File: src/rtl/regfile_wb_arbiter_if.sv
// Writeback request bus from the NREQ requesters plus the registered
// regfile write port that the arbiter drives.
interface regfile_wb_arbiter_if #(
    parameter int NREQ   = 3,
    parameter int DATA_W = 16,
    parameter int ADDR_W = 4
);
    logic [NREQ-1:0]        req_valid;
    logic [NREQ-1:0]        req_ready;
    logic [NREQ*ADDR_W-1:0] req_addr;
    logic [NREQ*DATA_W-1:0] req_data;
    logic                   wr_en;
    logic [ADDR_W-1:0]      wr_addr;
    logic [DATA_W-1:0]      wr_data;

    modport master (
        output req_valid, req_addr, req_data,
        input  req_ready, wr_en, wr_addr, wr_data
    );

    modport slave (
        input  req_valid, req_addr, req_data,
        output req_ready, wr_en, wr_addr, wr_data
    );
endinterface

File: src/rtl/regfile_wb_arbiter.sv
// Per-requester writeback FIFOs drained round-robin into a single registered
// regfile write port, with r15 write rejection and a pending-address mask.
module regfile_wb_arbiter #(
    parameter int NREQ       = 3,
    parameter int DATA_W     = 16,
    parameter int ADDR_W     = 4,
    parameter int FIFO_DEPTH = 2
) (
    input  logic                 clk,
    input  logic                 reset,
    regfile_wb_arbiter_if.slave  bus,
    output logic [2**ADDR_W-1:0] pend_mask,
    output logic                 err_r15,
    output logic [15:0]          wr_count
);
    localparam int PTR_W = $clog2(FIFO_DEPTH);
    localparam int CNT_W = $clog2(FIFO_DEPTH + 1);
    localparam int IDX_W = (NREQ > 1) ? $clog2(NREQ) : 1;
    localparam logic [CNT_W-1:0]  DEPTH_C  = CNT_W'(FIFO_DEPTH);
    localparam logic [ADDR_W-1:0] ADDR_R15 = ADDR_W'(15);
    localparam logic [IDX_W-1:0]  LAST_RST = IDX_W'(NREQ - 1);

    logic [ADDR_W-1:0] fifo_addr [NREQ][FIFO_DEPTH];
    logic [DATA_W-1:0] fifo_data [NREQ][FIFO_DEPTH];
    logic [PTR_W-1:0]  rd_ptr    [NREQ];
    logic [PTR_W-1:0]  wr_ptr    [NREQ];
    logic [CNT_W-1:0]  count     [NREQ];
    logic [IDX_W-1:0]  last;

    logic [NREQ-1:0]   push;
    logic [NREQ-1:0]   enq;
    logic [NREQ-1:0]   pop;
    logic [NREQ-1:0]   nonempty;
    logic              r15_hit;
    logic              grant_any;
    logic [IDX_W-1:0]  grant_idx;
    logic [IDX_W-1:0]  cand;

    // Readiness looks only at the pre-pop count, so a full FIFO never passes through.
    always_comb begin
        push          = '0;
        enq           = '0;
        nonempty      = '0;
        r15_hit       = 1'b0;
        bus.req_ready = '0;
        for (int i = 0; i < NREQ; i++) begin
            bus.req_ready[i] = !reset && (count[i] < DEPTH_C);
            push[i]          = bus.req_valid[i] && bus.req_ready[i];
            enq[i]           = push[i] && (bus.req_addr[i*ADDR_W +: ADDR_W] != ADDR_R15);
            nonempty[i]      = (count[i] != '0);
            if (push[i] && !enq[i]) begin
                r15_hit = 1'b1;
            end
        end
    end

    always_comb begin
        grant_any = 1'b0;
        grant_idx = last;
        cand      = last;
        pop       = '0;
        for (int k = 1; k <= NREQ; k++) begin
            cand = IDX_W'((int'(last) + k) % NREQ);
            if (!grant_any && nonempty[cand]) begin
                grant_any = 1'b1;
                grant_idx = cand;
            end
        end
        if (grant_any) begin
            pop[grant_idx] = 1'b1;
        end
    end

    // Valid entries occupy the count slots starting at the read pointer.
    always_comb begin
        pend_mask = '0;
        for (int i = 0; i < NREQ; i++) begin
            for (int o = 0; o < FIFO_DEPTH; o++) begin
                if (CNT_W'(o) < count[i]) begin
                    pend_mask[fifo_addr[i][rd_ptr[i] + PTR_W'(o)]] = 1'b1;
                end
            end
        end
        if (bus.wr_en) begin
            pend_mask[bus.wr_addr] = 1'b1;
        end
    end

    always_ff @(posedge clk) begin
        for (int i = 0; i < NREQ; i++) begin
            if (enq[i]) begin
                fifo_addr[i][wr_ptr[i]] <= bus.req_addr[i*ADDR_W +: ADDR_W];
                fifo_data[i][wr_ptr[i]] <= bus.req_data[i*DATA_W +: DATA_W];
            end
        end
    end

    always_ff @(posedge clk or posedge reset) begin
        if (reset) begin
            for (int i = 0; i < NREQ; i++) begin
                rd_ptr[i] <= '0;
                wr_ptr[i] <= '0;
                count[i]  <= '0;
            end
            last        <= LAST_RST;
            bus.wr_en   <= 1'b0;
            bus.wr_addr <= '0;
            bus.wr_data <= '0;
            err_r15     <= 1'b0;
            wr_count    <= '0;
        end else begin
            for (int i = 0; i < NREQ; i++) begin
                if (enq[i]) begin
                    wr_ptr[i] <= wr_ptr[i] + PTR_W'(1);
                end
                if (pop[i]) begin
                    rd_ptr[i] <= rd_ptr[i] + PTR_W'(1);
                end
                if (enq[i] && !pop[i]) begin
                    count[i] <= count[i] + CNT_W'(1);
                end else if (!enq[i] && pop[i]) begin
                    count[i] <= count[i] - CNT_W'(1);
                end
            end
            if (r15_hit) begin
                err_r15 <= 1'b1;
            end
            // wr_addr/wr_data hold their last values on idle cycles.
            bus.wr_en <= grant_any;
            if (grant_any) begin
                bus.wr_addr <= fifo_addr[grant_idx][rd_ptr[grant_idx]];
                bus.wr_data <= fifo_data[grant_idx][rd_ptr[grant_idx]];
                last        <= grant_idx;
                wr_count    <= wr_count + 16'd1;
            end
        end
    end
endmodule

File: src/flat_wrapper.sv
// flat-port wrapper written by rule: the top's interface ports become plain ports
module regfile_wb_arbiter_flat 
#(
    parameter int NREQ       = 3,
    parameter int DATA_W     = 16,
    parameter int ADDR_W     = 4,
    parameter int FIFO_DEPTH = 2
)
  (clk, reset, pend_mask, err_r15, wr_count, bus_req_valid, bus_req_addr, bus_req_data, bus_req_ready, bus_wr_en, bus_wr_addr, bus_wr_data);
  regfile_wb_arbiter_if #(.NREQ(NREQ), .DATA_W(DATA_W), .ADDR_W(ADDR_W)) bus_i ();
  input  logic clk;
  input  logic reset;
  output logic [2**ADDR_W-1:0] pend_mask;
  output logic err_r15;
  output logic [15:0] wr_count;
  input wire logic [$bits(bus_i.req_valid)-1:0] bus_req_valid;
  input wire logic [$bits(bus_i.req_addr)-1:0] bus_req_addr;
  input wire logic [$bits(bus_i.req_data)-1:0] bus_req_data;
  output wire logic [$bits(bus_i.req_ready)-1:0] bus_req_ready;
  output wire logic [$bits(bus_i.wr_en)-1:0] bus_wr_en;
  output wire logic [$bits(bus_i.wr_addr)-1:0] bus_wr_addr;
  output wire logic [$bits(bus_i.wr_data)-1:0] bus_wr_data;
  assign bus_i.req_valid = bus_req_valid;
  assign bus_i.req_addr = bus_req_addr;
  assign bus_i.req_data = bus_req_data;
  assign bus_req_ready = bus_i.req_ready;
  assign bus_wr_en = bus_i.wr_en;
  assign bus_wr_addr = bus_i.wr_addr;
  assign bus_wr_data = bus_i.wr_data;
  regfile_wb_arbiter #(.NREQ(NREQ), .DATA_W(DATA_W), .ADDR_W(ADDR_W), .FIFO_DEPTH(FIFO_DEPTH)) u_core (.clk(clk), .reset(reset), .bus(bus_i), .pend_mask(pend_mask), .err_r15(err_r15), .wr_count(wr_count));
endmodule
File: config.mk
export PLATFORM = sky130hd
export DESIGN_NAME = regfile_wb_arbiter_flat
export DESIGN_NICKNAME = d
export VERILOG_FILES = /design/src/rtl/regfile_wb_arbiter_if.sv /design/src/rtl/regfile_wb_arbiter.sv /design/src/flat_wrapper.sv
export SDC_FILE = /design/constraint.sdc
export NUM_CORES = 1
export LEC_CHECK = 0
export ABC_AREA = 1
export BUFFER_PORTS_ARGS = -buffer_cell sky130_fd_sc_hd__buf_4
export CORE_UTILIZATION = 30
export DETAILED_ROUTE_END_ITERATION = 10
export PLACE_DENSITY = 0.53
export SYNTH_ARGS = -nofsm -noshare
export SYNTH_HDL_FRONTEND = slang
export SYNTH_SLANG_ARGS = --single-unit
File: constraint.sdc
create_clock -name clk -period 2.5 [get_ports clk]
set_input_delay 0 -clock clk [delete_from_list [all_inputs] [get_ports clk]]
set_output_delay 0 -clock clk [all_outputs]
set_load 0.02 [all_outputs]
==> results.py, run 1 <==
metrics = {
    "worst_setup_path": {
        "startpoint_type": "register",
        "slowest_stage": "dfrtp_2",
        "crit_buf_inv": 4,
        "ff2ff_path_depth": 16,
        "crit_fanout": 6,
        "r2r-start": "u_core.last[1]",
        "r2r_setup_slack_ns": 0.14,
        "slowest_delay_ns": 0.42,
        "path_delay_family": "compound AO/OA/AOI/OAI gates",
        "r2r-end": "u_core.bus.wr_data[15]",
        "cp.arrival_ns": 2.37,
        "end_kind": "output port",
        "cp_cell_sequence": "clkinvlp_4 > buf_4 > or2_2 > o21a_1 > inv_1 > nor2_1 > a32oi_2 > o2111ai_1 > buf_4",
        "worstSetupPathType": "reg -> out",
        "path_common_cell": "buf_4",
        "worstPathRequired_ns": 2.50,
    },
    "global_routing": {
        "grt_start_max_net_pins": 39,
        "grt_first_pass_wirelength_mm": 41.4,
        "grtUsageTotal": 0.181,
        "grt_overflow": 0,
        "grt_pass1_vias": 7374,
        "antenna_found_initial": 0,
    },
    "timing": {
        "period_share": 0.947,
        "max-slew-margin-rel": 0.700,
        "worst_pin_slew_ns": 0.448,
        "layout_min_cycle_time_ns": 2.37,
        "fin_skew_ns": 0.0171,
        "drv_slew": 0,
        "worst_slack_ns": 0.132,
        "hold_ws_ns": 0.112,
        "rsz0062_at_grt": "yes",
        "setup_violations": 0,
        "hold_viol": 0,
        "fmax_ghz": 0.422,
    },
    "cells_and_area": {
        "final_cell_mix": "nand2_1, buf_4, edfxtp_1, nor2_1, nand3_1",
        "final_core_util": 0.421,
        "num-fill-cells": 2835,
        "drive_gt1_frac": 0.237,
        "design_area_sq_mm": 0.0121,
        "syn_to_final_growth_pct": 38.4,
        "n_antenna_cell": 0,
        "final_common_cell": "nand2_1",
        "final_nets": 1303,
    },
    "job": {
        "max-cap-violations": 0,
    },
    "detailed_routing": {
        "wl_per_cell_um": 16.4,
        "first_pass_iters": 5,
        "drt-vias-per-instance": 4.70,
        "routed_wl_mm": 26.7,
        "ant_nets": 0,
        "drtIter0Drc": 603,
        "vias": 7623,
        "drc": 0,
    },
    "clocking": {
        "cts_buffer_depth": 2,
        "cts.sinks": 172,
        "ctsRootBufferMaster": "clkbuf_16",
        "clk_latency_ns": 0.43,
        "htreeDepth": 4,
        "cts_made_buffers": 17,
        "tritoncts": "built",
        "clk_pin_slew_ns": 0.08,
    },
    "worst_hold_path": {
        "hold_end": "u_core.fifo_addr[1][2]",
        "min_from": "bus_req_valid[1]",
        "hold_class": "in -> reg",
        "min_path_cells": 3,
    },
    "placement": {
        "placed_area_sq_mm": 0.0104,
        "post-place-ws_ns": 0.0139,
        "io_buffers": 121,
        "routabilityCongestion": 0.959,
        "post-dp-hpwl_mm": 19.3,
    },
    "die": {
        "die_w_um": 173,
        "core.rowCount": 62,
        "coreArea_sq_mm": 0.0287,
        "ios": 122,
        "start_util": 0.304,
        "die_area_sq_mm": 0.0298,
        "die_y_um": 173,
    },
    "synth": {
        "synth_adder_area_share": 0.0172,
        "synth_mux_area_frac": 0.00115,
        "synth_top_family_by_area": "simple AND/OR/NAND/NOR gates",
        "ys_seq_area_frac": 0.562,
        "synthXorXnorAreaFrac": 0.0231,
        "async_flop_share": 0.302,
        "netlist_top_cells_area": "edfxtp_1, dfrtp_1, nand2_1",
        "syn_area_sq_mm": 0.00873,
        "synth_flop_cell": "edfxtp_1",
        "postSynthAreaPerCell_sq_um": 8.80,
        "syn_nets": 1069,
        "synth-compound-area-share": 0.0560,
        "synth_seq_cells": 172,
        "synth_top_area_share": 0.413,
        "yosysTopAreaCell": "edfxtp_1",
        "yosys.area_share.simple": 0.277,
        "synth.distinct_cells": 37,
        "synth-warning-count": 0,
        "synth_edf_count": 120,
        "synthCells": 992,
    },
    "outcome": {
        "status": "finished clean",
    },
}
logic make-up after synthesis:
| kind of cell | after synthesis |
|---|---|
| AND/OR/NAND/NOR | 570 |
| flip-flops | 172 |
| buffers and inverters | 137 |
| AO/OA/AOI/OAI | 77 |
| XOR/XNOR | 23 |
| adder cells (fa/ha/maj) | 12 |
| multiplexers | 1 |
how the worst max path moves through the flow:
| stage | from | end | cells past startpoint |
|---|---|---|---|
| floorplan | u_core.last[1] | u_core.count[4] | 14 |
| global placement | u_core.last[1] | u_core.count[5] | 13 |
| detailed placement | u_core.last[1] | u_core.bus.wr_data[4] | 17 |
| CTS | u_core.last[1] | u_core.count[5] | 14 |
| global route | u_core.last[1] | u_core.bus.wr_addr[2] | 17 |
| finish | u_core.rd_ptr[2] | pend_mask[3] | 9 |
stage by stage:
step,TNS [ns],cells
6_report,0,1623
3_3_place_gp,0,1519
4_1_cts,0,1618
3_5_place_dp,0,1519
2_1_floorplan,0,992
5_1_grt,-0.0542,1623
layer usage:
layer / part of all wire / vias up / global-route usage
li1: - / 3769 / -
met1: 0.46 / 3593 / 0.245
met2: 0.47 / 231 / 0.302
met3: 0.046 / 30 / 0.0273
met4: 0.020 / 0 / 0.0480
met5: 0 / - / 0
flip-flops by register name (all words and copies together), names as in the netlist:
name and cells:
u_core.err_r15 1, u_core.last 2, u_core.bus.wr_addr 4, u_core.fifo_addr 24, u_core.fifo_data 96, u_core.wr_ptr 3, u_core.rd_ptr 3, u_core.bus.wr_data 16
u_core.count 6, u_core.wr_count 16, u_core.bus.wr_en 1
worst reg2reg max path: cells and delay by family (launching register included):
| family | cells | cell delay, ns |
|---|---|---|
| and+or+nand+nor | 13 | 1.20 |
| buffers and inverters | 2 | 0.26 |
| DFF | 1 | 0.57 |
| adders and majority gates | 1 | 0.23 |
cell type report:
| type | instances | area [sq um] | share of cell area |
|---|---|---|---|
| Tap cell | 384 | 480 | 0.0398 |
| Sequential cell | 172 | 4910 | 0.406 |
| Clock inverter | 15 | 204 | 0.0169 |
| Timing Repair Buffer | 243 | 2120 | 0.175 |
| Inverter | 109 | 423 | 0.0350 |
| Clock buffer | 17 | 425 | 0.0352 |
| Multi-Input combinational cell | 683 | 3530 | 0.292 |
cells in the mapped netlist (all sizes together) (7+ instances only):
cell and number:
a21oi 7, buf 21, clkbuf 7, dfrtp 51, edfxtp 120, ha 12, inv 109, nand2 290
nand3 116, nand4 15, nor2 121, nor3 13, o2111ai 7, o21ai 25, o22ai 19, or2 14
xor2 17
repair_timing:
item                                    4_1_cts  5_1_grt
gates cloned                                  0        1
resized for setup                             5       78
endpoints found under the hold margin       172        0
hold buffers                                 63        0
setup buffers                                 4        4
endpoints found under the setup margin       11       46
pin swaps                                     0        9
Power of run 1 is not shown: default switching activity piles up to over one toggle a cycle in this logic, so the estimate is an artifact.
==> run 2: changes to the inputs <==
==> constraint.sdc (replaced) <==
create_clock -name clk -period 2.15 [get_ports clk]
set_input_delay 0 -clock clk [delete_from_list [all_inputs] [get_ports clk]]
set_output_delay 0 -clock clk [all_outputs]
set_load 0.02 [all_outputs]
==> run 2 against run 1 <==
The flow now finishes with violations (negative setup slack); via count is 7.4% higher; sequential share of layout area decreased by 5.6 points; die area unchanged; final cell count rose by 5.1%; non-clock buffer count is 83 higher; hold slack gained 0.027 ns; utilization increased by 6.7 points; critical path depth up 7; wire length up 11%; first-iteration DRC count fell by 10%; clock-buffer cell count did not move; largest cell class unchanged.
==> results.py, run 2 (synthesis results as in run 1) <==
metrics = {
    "outcome": {
        "status": "complete, but fails checks",
        "violations": "negative setup slack",
    },
    "placement": {
        "routabilityCongestion": 0.956,
        "placed_area_sq_mm": 0.0109,
        "post-dp-hpwl_mm": 19.9,
        "io_buffers": 121,
    },
    "detailed_routing": {
        "ant_nets": 0,
        "drtIter0Drc": 542,
        "first_pass_iters": 5,
        "routed_wl_mm": 29.5,
        "vias": 8186,
        "wl_per_cell_um": 17.3,
        "drt-vias-per-instance": 4.80,
        "drc": 0,
    },
    "timing": {
        "tns_ns": -4.67,
        "fin_skew_ns": 0.0110,
        "rsz0062_at_grt": "yes",
        "max-slew-margin-rel": 0.712,
        "worst_slack_ns": -0.211,
        "period_share": 1.10,
        "setup_violations": 34,
        "fmax_ghz": 0.424,
        "drv_slew": 0,
        "hold_ws_ns": 0.139,
        "layout_min_cycle_time_ns": 2.36,
        "hold_viol": 0,
        "worst_pin_slew_ns": 0.429,
    },
    "cells_and_area": {
        "drive_gt1_frac": 0.424,
        "final_common_cell": "nand2_1",
        "n_antenna_cell": 0,
        "final_cell_mix": "nand2_1, buf_4, edfxtp_1, nand3_1, nor2_1",
        "design_area_sq_mm": 0.0140,
        "syn_to_final_growth_pct": 60.4,
        "final_nets": 1386,
        "num-fill-cells": 2676,
        "largest_register_ffs": 96,
    },
    "global_routing": {
        "use_met3": 0.0330,
        "grt_overflow": 0,
        "grt_start_max_net_pins": 35,
        "grt_pass1_vias": 7994,
        "met2_usage": 0.324,
        "grt.busiest_layer": "met2",
        "grt_first_pass_wirelength_mm": 44.6,
        "grtUsageMet1": 0.261,
        "grtUsageTotal": 0.196,
        "antenna_found_initial": 0,
    },
    "die": {
        "die_w_um": 173,
        "die_area_sq_mm": 0.0298,
        "core.rowCount": 62,
        "ios": 122,
        "start_util": 0.304,
        "coreArea_sq_mm": 0.0287,
        "die_y_um": 173,
    },
    "worst_hold_path": {
        "hold_class": "in -> reg",
        "hold_end": "u_core.wr_ptr[0]",
        "min_from": "bus_req_valid[2]",
        "min_path_cells": 5,
    },
    "worst_setup_path": {
        "end_kind": "register",
        "cp_cell_sequence": "inv_2 > ha_4 > inv_6 > buf_4 > nor2_2 > o21ai_2 > nand2_4 > nand2_4 > nand2_4 > nand2_4 > buf_12 > buf_12 > nand3_4 > ha_4 > xor2_1 > o21ai_1",
        "r2r-end": "u_core.count[5]",
        "path_common_cell": "nand2_4",
        "crit_buf_inv": 5,
        "r2r-start": "u_core.last[1]",
        "path_delay_family": "flip-flops",
        "worstSetupPathType": "reg -> reg",
        "cp.arrival_ns": 2.73,
        "worstPathRequired_ns": 2.52,
        "crit_fanout": 6,
        "slowest_delay_ns": 0.58,
        "ff2ff_path_depth": 16,
        "r2r_setup_slack_ns": -0.21,
        "startpoint_type": "register",
        "crit_cells": 16,
        "slowest_stage": "dfstp_2",
    },
    "clocking": {
        "htreeDepth": 4,
        "cts.sinks": 172,
        "ctsRootBufferMaster": "clkbuf_16",
        "cts_made_buffers": 17,
        "clk_pin_slew_ns": 0.08,
        "cts_buffer_depth": 2,
        "tritoncts": "built",
        "clk_latency_ns": 0.44,
    },
    "job": {
        "max-cap-violations": 0,
    },
}
[run 2: cell type report]
cell class	count	area (sq um)	area share
timing repair buffer	326	3020	0.216
sequential	172	4910	0.350
clock inverter	15	155	0.0111
inverter	109	437	0.0312
tap	384	480	0.0343
multi-input combinational	683	4580	0.327
clock buffer	17	425	0.0304
[run 2: how the worst max path moves through the flow]
stage	endpoint	startpoint
global placement	u_core.count[5]	u_core.last[1]
global route	u_core.bus.wr_data[2]	u_core.last[1]
detailed placement	u_core.bus.wr_data[1]	u_core.last[1]
floorplan	u_core.count[1]	u_core.last[1]
finish	u_core.count[5]	u_core.last[1]
CTS	u_core.bus.wr_data[2]	u_core.last[1]
[run 2: metal layers]
layer | routed length, um | vias to the layer above
li1 | - | 3949
met1 | 13100 | 3944
met2 | 14200 | 258
met3 | 1560 | 35
met4 | 658 | 0
met5 | 0 | -
[run 2: metrics by stage]
step,setup WS (ns),instances,util
final,-0.211,1706,0.488
after global routing,-0.334,1706,0.488
after CTS,-0.172,1691,0.464
after detailed placement,-0.217,1558,0.380
after global placement,-0.179,1558,0.380
after floorplan,0.00721,992,-
[run 2: worst register-to-register path: stages (launching register included)]
cell and delay (ns):
dfstp_2 0.58, inv_2 0.06, ha_4 0.19, inv_6 0.08, buf_4 0.11, nor2_2 0.04
o21ai_2 0.19, nand2_4 0.10, nand2_4 0.08, nand2_4 0.05, nand2_4 0.09, buf_12 0.13
buf_12 0.12, nand3_4 0.07, ha_4 0.16, xor2_1 0.13, o21ai_1 0.10
[run 2: repair_timing]
| action | in CTS | in global routing |
|---|---|---|
| pin swaps | 54 | 61 |
| buffers inserted | 36 | 17 |
| hold buffers | 63 | 0 |
| cloned | 5 | 1 |
| endpoints found under the hold margin | 157 | 0 |
| endpoints found under the setup margin | 48 | 54 |
| resized for setup | 237 | 151 |
Power of run 2 is left out for the same reason.
